===== src/rtl/pcie_vc_switch.sv =====
// pcie_vc_switch: NUM_CH class-queued VC FIFOs feeding NUM_CH destination
// FIFOs via one round-robin arbiter, with watermarks, config FSM, counters.
module pcie_vc_switch #(
  parameter int DATA_W = 12,
  parameter int NUM_CH = 4,
  parameter int DEPTH  = 8,
  parameter int CNT_W  = 5,
  localparam int CH_W  = $clog2(NUM_CH),
  localparam int TH_W  = $clog2(DEPTH) + 1
) (
  input  logic                     clk,
  input  logic                     reset,
  input  logic                     init,
  input  logic [TH_W-1:0]          umbral_L,
  input  logic [TH_W-1:0]          umbral_H,
  input  logic                     push,
  input  logic [DATA_W-1:0]        data_in,
  output logic [NUM_CH-1:0]        in_full,
  input  logic [NUM_CH-1:0]        pop,
  output logic [NUM_CH*DATA_W-1:0] data_out,
  output logic [NUM_CH-1:0]        out_empty,
  output logic [NUM_CH-1:0]        out_almost_empty,
  input  logic                     req,
  input  logic [CH_W:0]            idx,
  output logic [CNT_W-1:0]         cnt_data,
  output logic                     cnt_valid,
  output logic                     idle,
  output logic                     error
);

  localparam int PW = $clog2(DEPTH);
  localparam logic [TH_W-1:0] FULL = TH_W'(DEPTH);
  localparam logic [CH_W:0] ING_IDX = (CH_W+1)'(NUM_CH);

  typedef enum logic [1:0] {S_INIT, S_IDLE, S_ACTIVE} state_t;
  state_t state;

  logic [DATA_W-1:0] vc_mem [NUM_CH][DEPTH];
  logic [DATA_W-1:0] dq_mem [NUM_CH][DEPTH];
  logic [PW-1:0]     vc_rd  [NUM_CH];
  logic [PW-1:0]     vc_wr  [NUM_CH];
  logic [PW-1:0]     dq_rd  [NUM_CH];
  logic [PW-1:0]     dq_wr  [NUM_CH];
  logic [TH_W-1:0]   vc_occ [NUM_CH];
  logic [TH_W-1:0]   dq_occ [NUM_CH];
  logic [CNT_W-1:0]  pop_cnt [NUM_CH];
  logic [CNT_W-1:0]  ing_cnt;
  logic [TH_W-1:0]   th_l;
  logic [TH_W-1:0]   th_h;
  logic [CH_W-1:0]   rr_ptr;

  logic [DATA_W-1:0] vc_head  [NUM_CH];
  logic [CH_W-1:0]   head_dst [NUM_CH];
  logic [NUM_CH-1:0] cand;
  logic [NUM_CH-1:0] wr_dq;
  logic [NUM_CH-1:0] pop_ok;
  logic [CH_W-1:0]   gnt;
  logic [CH_W-1:0]   sel;
  logic              gnt_vld;
  logic [CH_W-1:0]   in_cls;
  logic              push_en;
  logic              push_ok;
  logic              push_drop;
  logic              pop_bad;
  logic              all_empty;

  always_comb begin
    gnt_vld   = 1'b0;
    gnt       = '0;
    sel       = '0;
    cand      = '0;
    wr_dq     = '0;
    pop_ok    = '0;
    all_empty = 1'b1;
    for (int i = 0; i < NUM_CH; i++) begin
      vc_head[i]  = vc_mem[i][vc_rd[i]];
      head_dst[i] = vc_head[i][DATA_W-CH_W-1 -: CH_W];
      // a head may move only if its destination has headroom
      cand[i] = (vc_occ[i] != '0) &&
                (dq_occ[head_dst[i]] < th_h) &&
                (dq_occ[head_dst[i]] != FULL);
      pop_ok[i] = pop[i] && (dq_occ[i] != '0);
      if (vc_occ[i] != '0 || dq_occ[i] != '0)
        all_empty = 1'b0;
    end
    for (int off = 0; off < NUM_CH; off++) begin
      sel = rr_ptr + CH_W'(off);
      if (!gnt_vld && cand[sel] && state != S_INIT) begin
        gnt_vld = 1'b1;
        gnt     = sel;
      end
    end
    if (gnt_vld)
      wr_dq[head_dst[gnt]] = 1'b1;
    in_cls    = data_in[DATA_W-1 -: CH_W];
    push_en   = push && (state != S_INIT);
    push_ok   = push_en && ((vc_occ[in_cls] != FULL) ||
                            (gnt_vld && gnt == in_cls));
    push_drop = push_en && !push_ok;
    pop_bad   = |(pop & ~pop_ok);
  end

  always_comb begin
    for (int i = 0; i < NUM_CH; i++) begin
      in_full[i]          = vc_occ[i] >= th_h;
      out_empty[i]        = dq_occ[i] == '0;
      out_almost_empty[i] = dq_occ[i] <= th_l;
      data_out[i*DATA_W +: DATA_W] = dq_mem[i][dq_rd[i]];
    end
  end

  assign idle = (state == S_IDLE);

  always_ff @(posedge clk or negedge reset) begin
    if (!reset) begin
      for (int i = 0; i < NUM_CH; i++) begin
        for (int j = 0; j < DEPTH; j++) begin
          vc_mem[i][j] <= '0;
          dq_mem[i][j] <= '0;
        end
        vc_rd[i]  <= '0;
        vc_wr[i]  <= '0;
        dq_rd[i]  <= '0;
        dq_wr[i]  <= '0;
        vc_occ[i] <= '0;
        dq_occ[i] <= '0;
      end
      rr_ptr <= '0;
    end else begin
      for (int i = 0; i < NUM_CH; i++) begin
        if (push_ok && in_cls == CH_W'(i)) begin
          vc_mem[i][vc_wr[i]] <= data_in;
          vc_wr[i] <= vc_wr[i] + PW'(1);
        end
        if (gnt_vld && gnt == CH_W'(i))
          vc_rd[i] <= vc_rd[i] + PW'(1);
        vc_occ[i] <= vc_occ[i]
                   + TH_W'(push_ok && in_cls == CH_W'(i))
                   - TH_W'(gnt_vld && gnt == CH_W'(i));
        if (wr_dq[i]) begin
          dq_mem[i][dq_wr[i]] <= vc_head[gnt];
          dq_wr[i] <= dq_wr[i] + PW'(1);
        end
        if (pop_ok[i])
          dq_rd[i] <= dq_rd[i] + PW'(1);
        dq_occ[i] <= dq_occ[i] + TH_W'(wr_dq[i]) - TH_W'(pop_ok[i]);
      end
      if (gnt_vld)
        rr_ptr <= gnt + CH_W'(1);
    end
  end

  always_ff @(posedge clk or negedge reset) begin
    if (!reset) begin
      state <= S_INIT;
      th_h  <= TH_W'(DEPTH - 1);
      th_l  <= TH_W'(1);
    end else if (init) begin
      state <= S_INIT;
      th_h  <= umbral_H;
      th_l  <= umbral_L;
    end else begin
      unique case (state)
        S_INIT:   state <= S_IDLE;
        S_IDLE:   if (!all_empty) state <= S_ACTIVE;
        S_ACTIVE: if (all_empty) state <= S_IDLE;
        default:  state <= S_INIT;
      endcase
    end
  end

  always_ff @(posedge clk or negedge reset) begin
    if (!reset) begin
      for (int i = 0; i < NUM_CH; i++)
        pop_cnt[i] <= '0;
      ing_cnt   <= '0;
      cnt_data  <= '0;
      cnt_valid <= 1'b0;
      error     <= 1'b0;
    end else begin
      for (int i = 0; i < NUM_CH; i++)
        if (pop_ok[i])
          pop_cnt[i] <= pop_cnt[i] + CNT_W'(1);
      if (push_ok)
        ing_cnt <= ing_cnt + CNT_W'(1);
      if (push_drop || pop_bad)
        error <= 1'b1;
      if (state == S_IDLE && req) begin
        cnt_valid <= 1'b1;
        if (idx < ING_IDX)
          cnt_data <= pop_cnt[idx[CH_W-1:0]];
        else if (idx == ING_IDX)
          cnt_data <= ing_cnt;
        else
          cnt_data <= '0;
      end else begin
        cnt_valid <= 1'b0;
        cnt_data  <= '0;
      end
    end
  end

endmodule

===== config.mk =====
export PLATFORM = sky130hd
export DESIGN_NAME = pcie_vc_switch
export DESIGN_NICKNAME = d
export VERILOG_FILES = /design/src/rtl/pcie_vc_switch.sv
export SDC_FILE = /design/constraint.sdc
export NUM_CORES = 2
export LEC_CHECK = 0
export CAP_MARGIN = 5
export CORE_AREA = 2 2 331 333
export DETAILED_ROUTE_END_ITERATION = 12
export DIE_AREA = 0 0 333 335
export PLACE_DENSITY_LB_ADDON = 0.25
export SETUP_SLACK_MARGIN = 0.3
export SYNTH_ARGS = -nofsm -noshare
export SYNTH_HDL_FRONTEND = slang
export SYNTH_SLANG_ARGS = --single-unit

===== constraint.sdc =====
create_clock -name clk -period 7.3 [get_ports clk]
set_clock_uncertainty 0.05 [all_clocks]
set_input_delay 1.095 -clock clk [delete_from_list [all_inputs] [get_ports clk]]
set_output_delay 1.095 -clock clk [all_outputs]
set_load 0.02 [all_outputs]

==> impl_metrics.json <==
{
  "seq_power_share_pct": 33.3,
  "irDropWorstVdd_uv": 410,
  "power.density_nw_per_um2": 445,
  "worst-path-stages": 24,
  "fin_crit_sh_pct": 90.9,
  "die-width_um": 333,
  "r2r.worst_path.cells": 24,
  "endpoint_kind": "flip-flop",
  "status": "completed",
  "maxCapViolations": 0,
  "drt_iter0_drc": 1601,
  "ys_async_sr_fraction_pct": 100,
  "io_pins": 100,
  "finalPower_mw": 21.7,
  "p_leak_nw": 23.0,
  "required_ps": 7840,
  "tns_ps": 0,
  "max-slew-margin-rel_pct": 20.1,
  "initial_core_util_pct": 39.6,
  "netlist.top_cell.by_area": "dfrtp_1",
  "via_per_inst": 5.53,
  "path_clk_slew_ps": 60,
  "switching_share_pct": 38.9,
  "synth_nets": 3206,
  "stdcell_count": 4602,
  "area_growth_syn_to_layout_pct": 13.9,
  "grt_max_degree": 191,
  "startpoint_type": "flip-flop",
  "drive_above_1_share_pct": 35.9,
  "antenna_found_initial": 1,
  "min_path_type": "input pin to asynchronous set/reset pin",
  "core_um2": 108000,
  "clock-sinks": 892,
  "nets": 3258,
  "die_h_um": 335,
  "netlist_instances": 3057,
  "holdBufCountCts": 0,
  "clock-root-buffer": "clkbuf_16",
  "top_layer_used": "met5",
  "grt_usage_pct": 19.1,
  "cp.arrival_ps": 7180,
  "critPathTopFamily": "multiplexers",
  "yosys_register_bits": 892,
  "synth_edf_count": 0,
  "hold_ws_ps": 372,
  "path_buf_inv": 7,
  "final_hold_viol_count": 0,
  "dieArea_um2": 112000,
  "synth_area_um2": 42800,
  "crit_path_frequent_cell": "inv_1",
  "dr.pass1.iters": 5,
  "met2WireLength_um": 50600,
  "wl_per_cell_um": 22.7,
  "grt-ovfl-total": 0,
  "yosys-top-cells-area": "dfrtp_1 (52%), mux2_2 (17%), mux4_2 (11%), ha_1 (3.2%), mux2i_1 (1.5%)",
  "slowest_delay_ps": 730,
  "gp_congestion": 0.889,
  "ys_types": 75,
  "tightestPinTransition_ps": 1200,
  "grt_pass1_wl_um": 166000,
  "intPower_mw": 13.3,
  "max_clock_freq_mhz": 151,
  "critical_path_class": "flip-flop to flip-flop",
  "via_count": 25455,
  "clock_path_buffers": 3,
  "clk_latency_ps": 690,
  "cts_htree_levels": 3,
  "synth_top_area_share_pct": 51.9,
  "yosys_warnings": 0,
  "std_cell_rows": 121,
  "wirelength_um": 104000,
  "met3WireLength_um": 3860,
  "portBuffers": 99,
  "report.final.slew_viol_count": 0,
  "cts_tree": "done",
  "avgSynthCellArea_um2": 14.0,
  "wl_met1_um": 46900,
  "setup_viol_count_final": 0,
  "pwr-share-comb_pct": 42.9,
  "p_clk_share_pct": 23.8,
  "placed_cells": 4415,
  "numCtsBuffers": 99,
  "rsz0062_at_grt": "no",
  "slowest_stage": "mux4_2",
  "synth_ff_type": "dfrtp_1",
  "yosysSeqAreaShare_pct": 52.1,
  "worst-path-max-fanout": 25,
  "grt_pass1_vias": 27688,
  "min_period_ps": 6640,
  "drc_errors": 0,
  "power.switching_mw": 8.44,
  "path_cells": "buf_4 > mux4_2 > mux2i_1 > mux2i_1 > ha_1 > a221oi_1 > mux4_2 > o21a_1 > o311a_1 > nand3_1 > o311ai_1 > nor3_1 > nand2b_1 > inv_2 > buf_4 > mux4_2 > and2_1 > inv_1 > ha_1 > inv_1 > ha_1 > inv_1 > fa_1 > inv_1",
  "dpl.hpwl_um": 68000,
  "drtAntennaViolNets": 0
}
==> worst register-to-register path: cells and delay by family, from the launching register on <==
family | cells | cell delay [ps]
buffers and inverters | 7 | 940
DFF | 1 | 390
muxes | 5 | 1990
AOI/OAI and AO/OA | 4 | 1270
and+or+nand+nor | 4 | 800
adders and majority gates | 4 | 1160
==> power by group through the flow <==
stage,clock network [mW],logic (mW),registers (mW)
finish,5.16,9.32,7.21
global placement,0,8.98,7.19
global route,5.51,10.2,7.38
floorplan,0,6.53,6.78
CTS,5.31,9.35,7.20
detailed placement,0,9.32,7.28
==> layer usage <==
layer  global-route usage, %  vias up
li1                        -    11215
met1                    25.8    13548
met2                    31.7      510
met3                    2.70      180
met4                    6.30        2
met5                       0        -
==> state kept, by name, indices dropped and copies added (netlist names) <==
register,flops
th_l,4
dq_occ,16
cnt_valid,1
pop_cnt,20
ing_cnt,5
vc_occ,16
vc_rd,12
dq_rd,12
dq_wr,12
cnt_data,5
th_h,4
error,1
dq_mem,384
state,2
rr_ptr,2
vc_wr,12
vc_mem,384
==> synthesized netlist by cell type (all sizes together), types with 7 or more instances <==
cell and number:
a211oi 7, o211ai 14, xor2 22, mux2 655, and3 10, a21oi 48
nand2 130, mux2i 67, o2bb2ai 41, nand4 24, a21o 9, inv 87
mux4 200, nor4b 7, nand3 35, and2 65, or2 18, dfrtp 888
nor2b 29, ha 109, nor3 7, nand2b 73, nor4 8, nor2 60
o21ai 73, buf 91, xnor2 47, nand4b 18, fa 8, clkbuf 134
==> stage by stage <==
step	utilization, %	cell area [um2]	setup WS [ps]
CTS	45.0	48700	382
detailed placement	41.8	45200	429
global placement	41.8	45200	585
floorplan	-	42800	1080
finish	45.1	48800	663
global route	45.1	48800	288
==> worst paths after layout <==
check / slack, ps / endpoint / from
worst max-delay path: 660 / dq_occ[1] / vc_rd[10]
worst max register to register: 660 / dq_occ[1] / vc_rd[10]
worst min register to register: 410 / dq_mem[69] / dq_mem[69]
worst min-delay path: 370 / pop_cnt[11] / reset
min in group clk: 410 / dq_mem[69] / dq_mem[69]
max in group asynchronous: 5020 / vc_mem[95] / reset
==> layout by cell type (no fill, tap or decap), drive strengths merged, types with 60 or more instances in the layout <==
master	instances
and2	65
buf	78
clkbuf	144
clkdlybuf4s50	98
dfrtp	888
ha	109
inv	92
mux2	655
mux2i	67
mux4	200
nand2	130
nand2b	73
nor2	60
o21ai	73
==> cell type report <==
type / instances / area [um2]
tap: 1414 / 1770
antenna: 1 / 2.50
clock buffer: 144 / 2860
timing repair buffer: 176 / 1640
sequential: 892 / 22300
multi-input combinational: 1852 / 19300
fill: 9528 / 59300
clock inverter: 35 / 564
inverter: 88 / 330
==> repair_timing <==
item / 4_1_cts / 5_1_grt
gates resized for setup: 0 / 10
setup buffers: 0 / 7
endpoints found under the setup margin: 0 / 487
==> cells by family after synthesis <==
group	synth area share, %
AND/OR/NAND/NOR	6.66
AO/OA/AOI/OAI	3.69
multiplexers	29.5
flip-flops	52.1
XOR/XNOR	1.41
adder cells (fa/ha/maj)	3.56
buffers and inverters	3.06
No activity file was read; power rests on OpenSTA's default activity.
